[src/rtl/mat_acc_pkg.sv]
// Shared types and helpers for the matrix-multiplier stream controller:
// controller state encoding, element-index width and index-to-(row, col) mapping.
package mat_acc_pkg;

    typedef enum logic [2:0] {
        LOAD_A = 3'd0,
        LOAD_B = 3'd1,
        START  = 3'd2,
        WAIT   = 3'd3,
        DRAIN  = 3'd4
    } state_e;

    localparam int unsigned MAT_SIZE_DEF = 2;

    // Width of an element index covering 0..n*n-1 (never narrower than one bit).
    function automatic int unsigned idx_width(input int unsigned n);
        return (n * n > 1) ? $clog2(n * n) : 1;
    endfunction

    localparam int unsigned IDX_W_DEF = idx_width(MAT_SIZE_DEF);

    // Row-major element index to row number.
    function automatic int unsigned elem_row(input int unsigned idx, input int unsigned n);
        return idx / n;
    endfunction

    // Row-major element index to column number.
    function automatic int unsigned elem_col(input int unsigned idx, input int unsigned n);
        return idx % n;
    endfunction

endpackage

[src/rtl/mat_elem_cnt.sv]
// Wrapping element-index counter 0..n_elems-1, shared by the load and drain phases.
module mat_elem_cnt
    import mat_acc_pkg::*;
#(
    parameter int unsigned n_elems = MAT_SIZE_DEF * MAT_SIZE_DEF,
    parameter int unsigned idx_w   = IDX_W_DEF
) (
    input  logic             clk,
    input  logic             rst,
    input  logic             inc,
    input  logic             clr,
    output logic [idx_w-1:0] idx,
    output logic             last
);
    localparam logic [idx_w-1:0] LAST_IDX = idx_w'(n_elems - 1);

    logic [idx_w-1:0] idx_q, idx_d;

    assign idx  = idx_q;
    assign last = (idx_q == LAST_IDX);

    // Next index: clear wins, otherwise advance and wrap after the last element.
    always_comb begin
        idx_d = idx_q;
        if (clr) begin
            idx_d = '0;
        end else if (inc) begin
            idx_d = last ? '0 : idx_q + 1'b1;
        end
    end

    // Index register.
    always_ff @(posedge clk) begin
        if (rst) begin
            idx_q <= '0;
        end else begin
            idx_q <= idx_d;
        end
    end

endmodule

[src/rtl/mat_mul_ctrl.sv]
// Streaming front-end for the matrix multiplier: assembles A and B from the
// input stream, starts the multiplier, waits for done (with timeout) and
// streams the captured result back out in row-major order.
module mat_mul_ctrl
    import mat_acc_pkg::*;
#(
    parameter int unsigned mat_size = 2,
    parameter int unsigned dat_size = 8,
    parameter int unsigned timeout  = 256
) (
    input  logic                                             clk,
    input  logic                                             rst,
    input  logic                                             in_valid,
    output logic                                             in_ready,
    input  logic [dat_size-1:0]                              in_data,
    output logic                                             out_valid,
    input  logic                                             out_ready,
    output logic [dat_size-1:0]                              out_data,
    output logic                                             mul_start,
    input  logic                                             mul_done,
    output logic [mat_size-1:0][mat_size-1:0][dat_size-1:0]  mat_A,
    output logic [mat_size-1:0][mat_size-1:0][dat_size-1:0]  mat_B,
    input  logic [mat_size-1:0][mat_size-1:0][dat_size-1:0]  mat_C,
    output logic                                             busy,
    output logic                                             err
);
    localparam int unsigned N_ELEMS = mat_size * mat_size;
    localparam int unsigned IDX_W   = idx_width(mat_size);
    localparam int unsigned RC_W    = (mat_size > 1) ? $clog2(mat_size) : 1;
    localparam int unsigned WC_W    = $clog2(timeout + 1);
    localparam logic [WC_W-1:0] WAIT_LAST = WC_W'(timeout - 1);

    typedef logic [mat_size-1:0][mat_size-1:0][dat_size-1:0] mat_t;

    state_e           state_q, state_d;
    logic [IDX_W-1:0] idx;
    logic             idx_last;
    logic             cnt_inc, cnt_clr;
    logic [RC_W-1:0]  row, col;
    mat_t             mat_a_q, mat_a_d;
    mat_t             mat_b_q, mat_b_d;
    mat_t             c_reg_q, c_reg_d;
    logic [WC_W-1:0]  wait_cnt_q, wait_cnt_d;
    logic             err_q, err_d;
    logic             in_hs, out_hs;
    logic             done_seen, wait_expired;

    mat_elem_cnt #(
        .n_elems (N_ELEMS),
        .idx_w   (IDX_W)
    ) u_elem_cnt (
        .clk  (clk),
        .rst  (rst),
        .inc  (cnt_inc),
        .clr  (cnt_clr),
        .idx  (idx),
        .last (idx_last)
    );

    assign row   = RC_W'(elem_row(32'(idx), mat_size));
    assign col   = RC_W'(elem_col(32'(idx), mat_size));
    assign in_hs  = in_valid && in_ready;
    assign out_hs = out_valid && out_ready;
    // done may still be high from the previous frame, so the first WAIT cycle never accepts it.
    assign done_seen    = mul_done && (wait_cnt_q != '0);
    assign wait_expired = (wait_cnt_q == WAIT_LAST);

    assign mat_A = mat_a_q;
    assign mat_B = mat_b_q;
    assign err   = err_q;

    // State register and datapath registers.
    always_ff @(posedge clk) begin
        if (rst) begin
            state_q    <= LOAD_A;
            mat_a_q    <= '0;
            mat_b_q    <= '0;
            c_reg_q    <= '0;
            wait_cnt_q <= '0;
            err_q      <= 1'b0;
        end else begin
            state_q    <= state_d;
            mat_a_q    <= mat_a_d;
            mat_b_q    <= mat_b_d;
            c_reg_q    <= c_reg_d;
            wait_cnt_q <= wait_cnt_d;
            err_q      <= err_d;
        end
    end

    // Next-state logic and element-counter control.
    always_comb begin
        state_d = state_q;
        cnt_inc = 1'b0;
        cnt_clr = 1'b0;
        case (state_q)
            LOAD_A: if (in_hs) begin
                cnt_inc = 1'b1;
                if (idx_last) state_d = LOAD_B;
            end
            LOAD_B: if (in_hs) begin
                cnt_inc = 1'b1;
                if (idx_last) state_d = START;
            end
            START: state_d = WAIT;
            WAIT: begin
                if (done_seen) begin
                    state_d = DRAIN;
                end else if (wait_expired) begin
                    state_d = LOAD_A;
                    cnt_clr = 1'b1;
                end
            end
            DRAIN: if (out_hs) begin
                cnt_inc = 1'b1;
                if (idx_last) state_d = LOAD_A;
            end
            default: begin
                state_d = LOAD_A;
                cnt_clr = 1'b1;
            end
        endcase
    end

    // Datapath next values: operand capture, result capture, wait counter, sticky error.
    always_comb begin
        mat_a_d    = mat_a_q;
        mat_b_d    = mat_b_q;
        c_reg_d    = c_reg_q;
        wait_cnt_d = wait_cnt_q;
        err_d      = err_q;
        case (state_q)
            LOAD_A: if (in_hs) mat_a_d[row][col] = in_data;
            LOAD_B: if (in_hs) mat_b_d[row][col] = in_data;
            START:  wait_cnt_d = '0;
            WAIT: begin
                if (done_seen) begin
                    c_reg_d = mat_C;
                end else if (wait_expired) begin
                    err_d = 1'b1;
                end else begin
                    wait_cnt_d = wait_cnt_q + 1'b1;
                end
            end
            default: ;
        endcase
    end

    // Outputs decoded from registered state only (no path from in_valid/out_ready).
    always_comb begin
        in_ready  = 1'b0;
        out_valid = 1'b0;
        mul_start = 1'b0;
        out_data  = '0;
        case (state_q)
            LOAD_A, LOAD_B: in_ready = 1'b1;
            START:          mul_start = 1'b1;
            DRAIN: begin
                out_valid = 1'b1;
                out_data  = c_reg_q[row][col];
            end
            default: ;
        endcase
        busy = (state_q != LOAD_A) || (idx != '0);
    end

endmodule

[config.mk]
export PLATFORM = sky130hd
export DESIGN_NAME = mat_mul_ctrl
export DESIGN_NICKNAME = d
export VERILOG_FILES = /design/src/rtl/mat_acc_pkg.sv /design/src/rtl/mat_elem_cnt.sv /design/src/rtl/mat_mul_ctrl.sv
export SDC_FILE = /design/constraint.sdc
export NUM_CORES = 1
export LEC_CHECK = 0
export CAP_MARGIN = 30
export CORE_ASPECT_RATIO = 0.8
export CORE_UTILIZATION = 52
export DETAILED_ROUTE_END_ITERATION = 7
export GPL_TIMING_DRIVEN = 0
export PLACE_DENSITY = 0.85
export SETUP_SLACK_MARGIN = 0.4
export SLEW_MARGIN = 5
export SYNTH_ARGS = -nofsm -noshare
export SYNTH_HDL_FRONTEND = slang
export SYNTH_HIERARCHICAL = 1
export SYNTH_SLANG_ARGS = --single-unit
[constraint.sdc]
create_clock -name clk -period 3.94 [get_ports clk]
set_input_delay 0.591 -clock clk [delete_from_list [all_inputs] [get_ports clk]]
set_output_delay 0.591 -clock clk [all_outputs]
set_load 0.03 [all_outputs]
==> metrics <==
Worst Setup Slack, final=575.0 ps; post-synthesis cell count=504; area growth from synthesis to layout=32.12%; r2r worst-path depth=9; Synth async-reset ratio=0%; status=complete, no violations; YS warnings=6; Clock Latency Late Sink=380 ps; Top FF cell, synth=dfxtp_1; crit path launch type=register; Worst Max-Slew Pin Slew=892.2 ps; Starting Density=53.99%; worst r2r src=wait_cnt_q[0]; antenna-violating nets left=0; Port-buffer cells=113; # rows=30; Starting DRT DRC Count=207; HPWL after DPL=8.901 mm; DP Worst Slack=738.9 ps; Sequential Area=0.002222 mm2; Final Setup Violations=0; Cell Area, Synth=0.004601 mm2; min-delay worst type=register to register; post-synthesis register bit count=111; Die X=107.2 um; CP Max Fanout=10; CTS max path bufs=2; skew final=10.69 ps; core region area=0.008521 mm2; chip height=86.13 um; top cell type's share of synthesized area=48.30%; CTS Buf Count=9; # diodes=0; clk slew on worst S/H paths=100 ps; crit path time final=3365 ps; Syn Nets=553; CP Data Required Time=3350 ps; vias after detailed routing=4178; Mapped Avg Cell Area=9.128 um2; Setup crit start=u_elem_cnt/idx[0]; Final #Nets=678; Hold Vio Cnt, Final=0; Post-synth EDFFs=0; critical path arrival=2770 ps; post-synth top area cell=dfxtp_1; GRT Residual Overflow=0; FF-to-FF End=wait_cnt_q[7]; global-route wire length before repair=19.41 mm; DRT Wirelength=11.99 mm; Tcrit/Tclk final=85.41%; placed cells=730; vias per cell=5.601; count leader, synth=dfxtp_1; pin count of the biggest net entering global routing=18; IO Count=122; maximum vdd ir drop=319.1 uV; Tot GR Track Use=27.11%; max cap viols=0; Final Slew Violations=0; static leakage=2.336 nW; P per Cell Area=330.4 mW/mm2; largest cells by area after synthesis=dfxtp_1 (48%), mux2i_1 (11%), a21oi_1 (6.3%), nand3_1 (5.5%), nand2_1 (4.9%); Critical Path Sink=busy; Distinct cells, synth=47; Clock Sinks=111; max_slew headroom=40.36%; vias in the first global route=3981; Post-CTS Hold Buffers=0; sequential element share of the synthesized area=48.30%; routed length per instance=16.08 um; RSZ-0062 raised after global routing=no; initial antenna violation count=0; setup TNS=0 ps; multi-input logic area=0.002180 mm2; first-pass detailed-route iteration total=5; die area=0.009230 mm2; RD Place Congestion=0.8591; # fillers=654; Setup CP Type=register to output pin; root buf cell=clkbuf_8; Max H-tree Level=3; fraction of layout cells with a size suffix above 1=6.625%; Commonest cells post-synth=dfxtp_1 (111), nand2_1 (60), a21oi_1 (58), nor2_1 (54), nand3_1 (51); Layout Cells excl Fill=746; # DRC=0; r2r setup slk=1150 ps; max frequency=297.2 MHz; TritonCTS clock tree=done; CP endpoint kind=output pin
[final cells by class]
cell class / instances / share of cell area, %
timing repair buffer: 114 / 18.73
multi-input combinational: 347 / 35.86
tap: 112 / 2.305
clock buffer: 13 / 2.779
buffer: 42 / 3.088
sequential: 111 / 36.56
inverter: 4 / 0.2470
clock inverter: 3 / 0.4323
[stage by stage]
| stage | total power, mW | cell area [um2] | hold slack, ps | util [%] |
|---|---|---|---|---|
| final | 2.009 | 6078 | 458.6 | 71.34 |
| after global routing | 2.081 | 6078 | 476.7 | 71.34 |
| after CTS | 2.019 | 6076 | 458.0 | 71.31 |
| after detailed placement | 1.370 | 5879 | 445.3 | 69.00 |
| after global placement | 1.365 | 5872 | 442.8 | 68.91 |
| after floorplan | 1.273 | 4601 | 457.8 | - |
[worst min path at each step]
stage | to | cells after the start | from | slack, ps
after global routing | mat_A[4] | 2 | mat_A[4] | 480
final | mat_A[7] | 2 | mat_A[7] | 460
after CTS | mat_A[7] | 2 | mat_A[7] | 460
after detailed placement | mat_A[7] | 2 | mat_A[7] | 450
after floorplan | c_reg_q[10] | 2 | c_reg_q[10] | 460
after global placement | mat_A[7] | 2 | mat_A[7] | 440
[registers in the layout (all words and copies together), names as in the netlist]
name            cells
c_reg_q            32
mat_A              32
mat_B              32
wait_cnt_q          9
state_q             3
u_elem_cnt/idx      2
err                 1
[power breakdown]
part | switching, mW | leakage, nW | internal (mW)
clock network | 0.376 | 0.0998 | 0.286
registers | 0.0100 | 0.896 | 1.13
logic | 0.119 | 1.34 | 0.0823
total | 0.506 | 2.34 | 1.50
[cells in the final DEF (no fill, tap or decap), types with 2 or more instances in the layout]
cell type | synthesis | final
clkinv_4 | 0 | 3
buf_4 | 5 | 6
o21ai_0 | 5 | 5
mux2i_1 | 50 | 50
nand2_1 | 60 | 60
nand2b_1 | 2 | 2
and2_1 | 8 | 8
nor3_1 | 3 | 3
dfxtp_1 | 111 | 111
o31ai_1 | 3 | 3
nor2b_1 | 4 | 4
clkdlybuf4s50_1 | 0 | 113
mux4_2 | 8 | 8
or3_1 | 3 | 3
nor4bb_1 | 2 | 2
a21oi_1 | 58 | 58
buf_2 | 2 | 3
or4_1 | 3 | 3
ha_1 | 4 | 4
clkbuf_8 | 0 | 12
inv_1 | 4 | 4
buf_1 | 3 | 2
and3_1 | 4 | 4
nor3b_1 | 2 | 2
or3b_1 | 2 | 2
nor2_1 | 54 | 53
nand3_1 | 51 | 51
clkbuf_1 | 31 | 32
[kinds of logic after synthesis]
kind of cell               after synthesis  synth area share, %
and+or+nand+nor                        206                21.40
DFF                                    111                48.30
AOI/OAI and AO/OA                       77                9.600
muxes                                   59                15.04
buffers and inverters                   46                4.378
adders and majority gates                4                1.088
xor gates and xnor gates                 1               0.1904
[per-layer routing]
layer	share of wire, %	vias to the layer above	global-route usage [%]
met1	43	1983	35.27
met4	2.6	0	10.83
met2	47	159	43.58
met3	7.5	31	6.535
met5	0	-	0
li1	-	2005	-
[worst max-delay path, stage by stage, from the launching register on]
cell and delay, ps:
dfxtp_1 480, buf_1 510, nor2_2 220, clkbuf_1 300, nand3b_1 170, clkdlybuf4s50_1 710
[what timing repair did]
item                       4_1_cts  5_1_grt
gates resized for setup          1        1
pin swaps                        0        0
setup endpoints to repair        1        1
buffers inserted                 0        0
Note: power is estimated with default switching activity, not from simulation.
